File: config.mk
export PLATFORM = sky130hd
export DESIGN_NAME = punc_datapath_mc
export DESIGN_NICKNAME = d
export VERILOG_FILES = /design/src/rtl/punc_datapath_mc.sv
export SDC_FILE = /design/constraint.sdc
export NUM_CORES = 1
export LEC_CHECK = 0
export BUFFER_PORTS_ARGS = -buffer_cell sky130_fd_sc_hd__buf_2
export CAP_MARGIN = 5
export CORE_MARGIN = 1
export CORE_UTILIZATION = 60
export DETAILED_ROUTE_END_ITERATION = 10
export PLACE_DENSITY = 0.8
export SLEW_MARGIN = 5
export SYNTH_ARGS = -nofsm -noshare
export SYNTH_HDL_FRONTEND = slang
export SYNTH_SLANG_ARGS = --single-unit
File: constraint.sdc
create_clock -name clk -period 6.8 [get_ports clk]
set_input_delay 0.34 -clock clk [delete_from_list [all_inputs] [get_ports clk]]
set_output_delay 0.34 -clock clk [all_outputs]
set_load 0.005 [all_outputs]
File: src/rtl/punc_datapath_mc.sv
// Multicycle PUnC datapath: PC, IR, register file and NZP driven by
// controller micro-commands (valid/ready) with a variable-latency memory.
// Ports: clk/rst; cmd_* command port; done/br_taken retire status;
// mem_* req/ready memory port; pc/ir/nzp state; rf_debug_* debug read.
// Optional PUNC_DP_PERF_EN adds perf_retired / perf_stall counters.
module punc_datapath_mc #(
  parameter int DATA_W = 16,
  parameter int ADDR_W = 16,
  parameter int RF_DEPTH = 8,
  parameter logic [DATA_W-1:0] RESET_PC = '0,
  localparam int RA_W = $clog2(RF_DEPTH)
) (
  input  logic              clk,
  input  logic              rst,
  input  logic              cmd_valid,
  output logic              cmd_ready,
  input  logic [3:0]        cmd_op,
  input  logic [RA_W-1:0]   cmd_dst,
  input  logic [RA_W-1:0]   cmd_src0,
  input  logic [RA_W-1:0]   cmd_src1,
  input  logic [DATA_W-1:0] cmd_imm,
  input  logic [2:0]        cmd_cc,
  output logic              done,
  output logic              br_taken,
  output logic              mem_req,
  output logic              mem_we,
  output logic [ADDR_W-1:0] mem_addr,
  output logic [DATA_W-1:0] mem_wdata,
  input  logic              mem_ready,
  input  logic [DATA_W-1:0] mem_rdata,
  output logic [DATA_W-1:0] pc,
  output logic [DATA_W-1:0] ir,
  output logic [2:0]        nzp,
`ifdef PUNC_DP_PERF_EN
  output logic [31:0]       perf_retired,
  output logic [31:0]       perf_stall,
`endif
  input  logic [RA_W-1:0]   rf_debug_addr,
  output logic [DATA_W-1:0] rf_debug_data
);

  typedef enum logic [3:0] {
    OP_ADD, OP_AND, OP_NOT, OP_ADDI,
    OP_ANDI, OP_LEA, OP_LD, OP_LDR,
    OP_LDI, OP_ST, OP_STR, OP_STI,
    OP_BR, OP_JMP, OP_JSR, OP_FETCH
  } op_t;

  typedef enum logic [1:0] {
    IDLE, MEM_A, MEM_B
  } state_t;

  localparam logic [RA_W-1:0] LINK = RA_W'(7);

  state_t state_q, state_d;
  logic req_q, req_d, fin;
  op_t op, op_q;
  logic [RA_W-1:0] dst_q;
  logic [DATA_W-1:0] s1v_q, addr_q;
  logic done_q, brt_q;
  logic [DATA_W-1:0] rf [RF_DEPTH];
  logic [DATA_W-1:0] s0, s1, alu, maddr;
  logic acc, is_mem, rdy_edge, take;

  function automatic logic [2:0] cc_of(
    input logic [DATA_W-1:0] v
  );
    if (v == '0) return 3'b010;
    if (v[DATA_W-1]) return 3'b100;
    return 3'b001;
  endfunction

  assign op = op_t'(cmd_op);
  assign s0 = rf[cmd_src0];
  assign s1 = rf[cmd_src1];
  assign cmd_ready = (state_q == IDLE);
  assign acc = cmd_valid && cmd_ready;
  assign is_mem = op inside {OP_LD, OP_LDR,
    OP_LDI, OP_ST, OP_STR, OP_STI, OP_FETCH};
  assign rdy_edge = req_q && mem_ready;
  assign take = |(cmd_cc & nzp);

  assign done = done_q;
  assign br_taken = brt_q;
  assign mem_req = req_q;
  assign mem_addr = addr_q[ADDR_W-1:0];
  assign mem_wdata = s1v_q;
  assign rf_debug_data = rf[rf_debug_addr];

  assign mem_we = req_q && (
    (state_q == MEM_A &&
      (op_q == OP_ST || op_q == OP_STR)) ||
    (state_q == MEM_B && op_q == OP_STI));

  always_comb begin
    alu = '0;
    unique case (op)
      OP_ADD:  alu = s0 + s1;
      OP_AND:  alu = s0 & s1;
      OP_NOT:  alu = ~s0;
      OP_ADDI: alu = s0 + cmd_imm;
      OP_ANDI: alu = s0 & cmd_imm;
      OP_LEA:  alu = pc + cmd_imm;
      default: alu = '0;
    endcase
  end

  always_comb begin
    maddr = pc + cmd_imm;
    unique case (op)
      OP_LDR, OP_STR: maddr = s0 + cmd_imm;
      OP_FETCH:       maddr = pc;
      default:        maddr = pc + cmd_imm;
    endcase
  end

  // Indirect ops leave MEM_A with req low, so MEM_B spends one
  // cycle idle on the bus before raising the second request.
  always_comb begin
    state_d = state_q;
    req_d = req_q;
    fin = 1'b0;
    unique case (state_q)
      IDLE: begin
        if (acc && is_mem) begin
          state_d = MEM_A;
          req_d = 1'b1;
        end else if (acc) begin
          fin = 1'b1;
        end
      end
      MEM_A: begin
        if (rdy_edge) begin
          req_d = 1'b0;
          if (op_q == OP_LDI || op_q == OP_STI) begin
            state_d = MEM_B;
          end else begin
            state_d = IDLE;
            fin = 1'b1;
          end
        end
      end
      MEM_B: begin
        if (!req_q) begin
          req_d = 1'b1;
        end else if (mem_ready) begin
          req_d = 1'b0;
          state_d = IDLE;
          fin = 1'b1;
        end
      end
      default: begin
        state_d = IDLE;
        req_d = 1'b0;
      end
    endcase
  end

  always_ff @(posedge clk or posedge rst) begin
    if (rst) begin
      state_q <= IDLE;
      req_q <= 1'b0;
    end else begin
      state_q <= state_d;
      req_q <= req_d;
    end
  end

  always_ff @(posedge clk or posedge rst) begin
    if (rst) begin
      pc <= RESET_PC;
      ir <= '0;
      nzp <= 3'b010;
      op_q <= OP_ADD;
      dst_q <= '0;
      s1v_q <= '0;
      addr_q <= '0;
      done_q <= 1'b0;
      brt_q <= 1'b0;
      for (int i = 0; i < RF_DEPTH; i++) begin
        rf[i] <= '0;
      end
    end else begin
      done_q <= fin;
      brt_q <= 1'b0;
      if (acc) begin
        op_q <= op;
        dst_q <= cmd_dst;
        s1v_q <= s1;
        addr_q <= maddr;
        unique case (op)
          OP_ADD, OP_AND, OP_NOT,
          OP_ADDI, OP_ANDI, OP_LEA: begin
            rf[cmd_dst] <= alu;
            nzp <= cc_of(alu);
          end
          OP_BR: begin
            brt_q <= take;
            if (take) pc <= pc + cmd_imm;
          end
          OP_JMP: pc <= s0;
          OP_JSR: begin
            rf[LINK] <= pc;
            pc <= (cmd_imm != '0) ? pc + cmd_imm : s0;
          end
          default: ;
        endcase
      end
      if (rdy_edge) begin
        if (state_q == MEM_A) begin
          unique case (op_q)
            OP_LD, OP_LDR: begin
              rf[dst_q] <= mem_rdata;
              nzp <= cc_of(mem_rdata);
            end
            OP_FETCH: begin
              ir <= mem_rdata;
              pc <= pc + 1'b1;
            end
            OP_LDI, OP_STI: addr_q <= mem_rdata;
            default: ;
          endcase
        end else if (op_q == OP_LDI) begin
          rf[dst_q] <= mem_rdata;
          nzp <= cc_of(mem_rdata);
        end
      end
    end
  end

`ifdef PUNC_DP_PERF_EN
  always_ff @(posedge clk or posedge rst) begin
    if (rst) begin
      perf_retired <= '0;
      perf_stall <= '0;
    end else begin
      if (done_q && perf_retired != '1)
        perf_retired <= perf_retired + 1'b1;
      if (req_q && !mem_ready && perf_stall != '1)
        perf_stall <= perf_stall + 1'b1;
    end
  end
`endif

endmodule

==> impl_metrics.csv <==
group,metric,value,unit
status,outcome,"finished, violations left",
status,violations,"design-rule violations, negative hold slack",
clock_tree,tritoncts,"built",
logic_synthesis,synth_top_cell_by_area,"dfrtp_1",
setup_path,path_class,"input port to flip-flop",
die,rows,59,
logic_synthesis,synth_commonest_cells,"344 x nand2_1, 206 x dfrtp_1, 174 x o21ai_0",
setup_path,cp-end-kind,"flip-flop",
clock_tree,htree_num_levels,1,
logic_synthesis,netlist_area,15990,µm²
die,die_x,165.3,µm
logic_synthesis,syn-instance-count,1789,
timing,worst_slew_pin_slew,1.217,ns
die,core,26130,µm²
layout,nets,1958,
die,io_pins,143,
timing,setup_viol_count_final,0,
clock_tree,clock_path_buffers,3,
global_route,grt_pass1_vias,15156,
clock_tree,cts-root-buf,"clkbuf_16",
place,dp_cells,2162,
pwr,p_leak,7.774,nW
clock_tree,clock_latency,0.54,ns
pwr,ir_worst_vdd,324.1,µV
setup_path,crit_path_max_fanout,14,
logic_synthesis,yosysTopAreaCellShare,32.23,%
timing,hold_slack,-0.04287,ns
timing,clock_skew,0.01806,ns
clock_tree,cts_buffers,25,
pwr,p_total,6.857,mW
clock_tree,cts.sinks,207,
pwr,power_per_cell_area,388.1,nW/µm²
logic_synthesis,ys_warn_count,0,
drt,wl_per_cell,26.23,µm
drt,drt-vias-per-instance,7.057,
timing,rsz0062_at_grt,"no",
setup_path,start_kind,"input port",
setup_path,crit_start,"cmd_src0[1]",
hold_path,hp-class,"input port to async pin",
global_route,grt_first_pass_wirelength,88060,µm
layout,fin_util,67.61,%
timing,final.setup.tns,0,ns
drt,drtIter0Drc,2500,
timing,min_period_over_period,71.80,%
drt,wl,57860,µm
timing,drv_slew,0,
setup_path,r2r_start,"rf[1]",
drt,drtAntennaViolNets,0,
job,drv_cap,0,
logic_synthesis,syn_avg_cell_area,8.940,µm²
clock_tree,cts_hold_buffers,0,
layout,fin_cells,2206,
layout,drive_gt1_share,20.16,%
global_route,grt_usage,43.17,%
clock_tree,cts_resized,0,
global_route,overflow,0,
setup_path,required,7.19,ns
logic_synthesis,ys_async_sr_fraction,100.0,%
logic_synthesis,synthFlopType,"dfrtp_1",
drt,drc,22,
timing,finalHoldViolations,18,
timing,period_minus_slack,4.883,ns
layout,fillers,2053,
drt,dr.pass1.iters,9,
global_route,grt_max_degree,139,
logic_synthesis,synth_edf_count,0,
timing,relSlewSlack,18.41,%
layout,syn2layout_area_growth,10.46,%
timing,fmaxAchievable,204.8,MHz
logic_synthesis,synth_fp_nets,1893,
logic_synthesis,ys_ff_latch,207,
die,dieHeight,165.3,µm
logic_synthesis,post-synth-top-count-cell,"nand2_1",
global_route,antenna_found_initial,1,
place,gp_congestion,1.003,
place,port_buffers,142,
clock_tree,clkTransAtPathRegs,0.06,ns
logic_synthesis,synth_cell_types,82,
clock_tree,cts_setup_buffers,0,
logic_synthesis,synth_area_leaders,"dfrtp_1 32%, mux4_2 14%, nand2_1 8.1%, mux2i_1 5.6%, o21ai_0 5.4%",
drt,dr_total_vias,15567,
die,initial_core_util,61.20,%
setup_path,arrival,5.28,ns
logic_synthesis,ys_seq_area_share,32.39,%
die,dieArea,27310,µm²
place,dp_hpwl,40620,µm
power by group:
group | total (mW) | leakage [nW] | switching [mW] | internal (mW)
registers | 2.29 | 2.71 | 0.575 | 1.71
logic | 3.28 | 4.68 | 1.84 | 1.44
clock network | 1.29 | 0.385 | 0.547 | 0.746
total | 6.86 | 7.77 | 2.96 | 3.89
final cells by class:
class / instances / area (µm²) / area share [%]
Clock inverter: 5 / 25.02 / 0.1416
Timing Repair Buffer: 172 / 935.9 / 5.297
Inverter: 34 / 135.1 / 0.7649
Sequential cell: 207 / 5181 / 29.33
Clock buffer: 38 / 744.5 / 4.214
Tap cell: 335 / 419.2 / 2.373
Multi-Input combinational cell: 1414 / 10220 / 57.87
Antenna cell: 1 / 2.502 / 0.01416
metal layers:
metal	GRT usage, %	vias up	routed length [µm]
li1	-	6735	-
met2	65.23	1161	25590
met3	11.54	211	7507
met4	21.48	0	2895
met5	0	-	0
met1	57.32	7460	21870
sequential cells by signal (all words and copies together) (netlist names):
register   count
br_taken       1
mem_req        1
mem_addr      16
rf           128
state_q        2
ir            16
done           1
nzp            3
dst_q          3
mem_wdata     16
pc            16
op_q           4
per-stage QoR:
step	setup slack (ns)	hold WS [ns]	cell area, µm²
global placement	1.579	0.4525	16900
floorplan	0.8092	0.4454	15990
global route	1.691	0.08038	17670
finish	1.917	-0.04287	17670
CTS	1.981	0.08580	17660
detailed placement	1.470	0.4577	16900
final timing paths:
path	slack, ns	end	depth (start not counted)
hold / removal	-0.04	rf[16]	2
setup / recovery	1.92	nzp[0]	14
max in group asynchronous	5.20	mem_wdata[8]	3
setup reg to reg	1.93	nzp[0]	13
min in group clk	0.10	dst_q[1]	3
hold reg to reg	0.47	ir[12]	2
worst max-delay path, cell delays in order:
cell and delay, ns:
buf_2 0.40, buf_4 0.32, mux4_2 0.51, mux2_2 0.37
ha_1 0.39, nor2b_1 0.19, o31a_1 0.34, a21oi_1 0.11
a221oi_1 0.75, nand4bb_1 0.24, nor4_1 0.30, or4b_1 0.53
nor3_2 0.33, o41ai_1 0.14
cell usage in the layout, fill, tap and decap left out, drive strengths merged, types with 5 or more instances in the layout:
cell / n
or2: 8
nand3b: 6
nor3b: 8
clkinv: 5
a21oi: 70
mux2: 32
o22ai: 9
xor2: 15
nand2: 344
a221oi: 15
buf: 172
nor3: 24
o21ai: 239
nor4: 14
clkbuf: 38
ha: 46
a22oi: 37
nor2b: 7
nand2b: 19
and2: 7
o21a: 10
a211oi: 15
inv: 34
nor2: 105
dfrtp: 206
a31oi: 23
mux2i: 90
nand4: 8
o221ai: 6
nand3: 24
xnor2: 20
mux4: 96
a21o: 11
and3: 17
o211ai: 23
cell families after synthesis:
kind of cell	after synthesis	synth area share, %
AO/OA/AOI/OAI	504	19.28
XOR/XNOR	35	1.917
adder cells (fa/ha/maj)	49	3.974
buffers and inverters	168	4.185
flip-flops	207	32.39
multiplexers	218	21.45
AND/OR/NAND/NOR	608	16.80
Note: power is estimated with default switching activity, not from simulation.
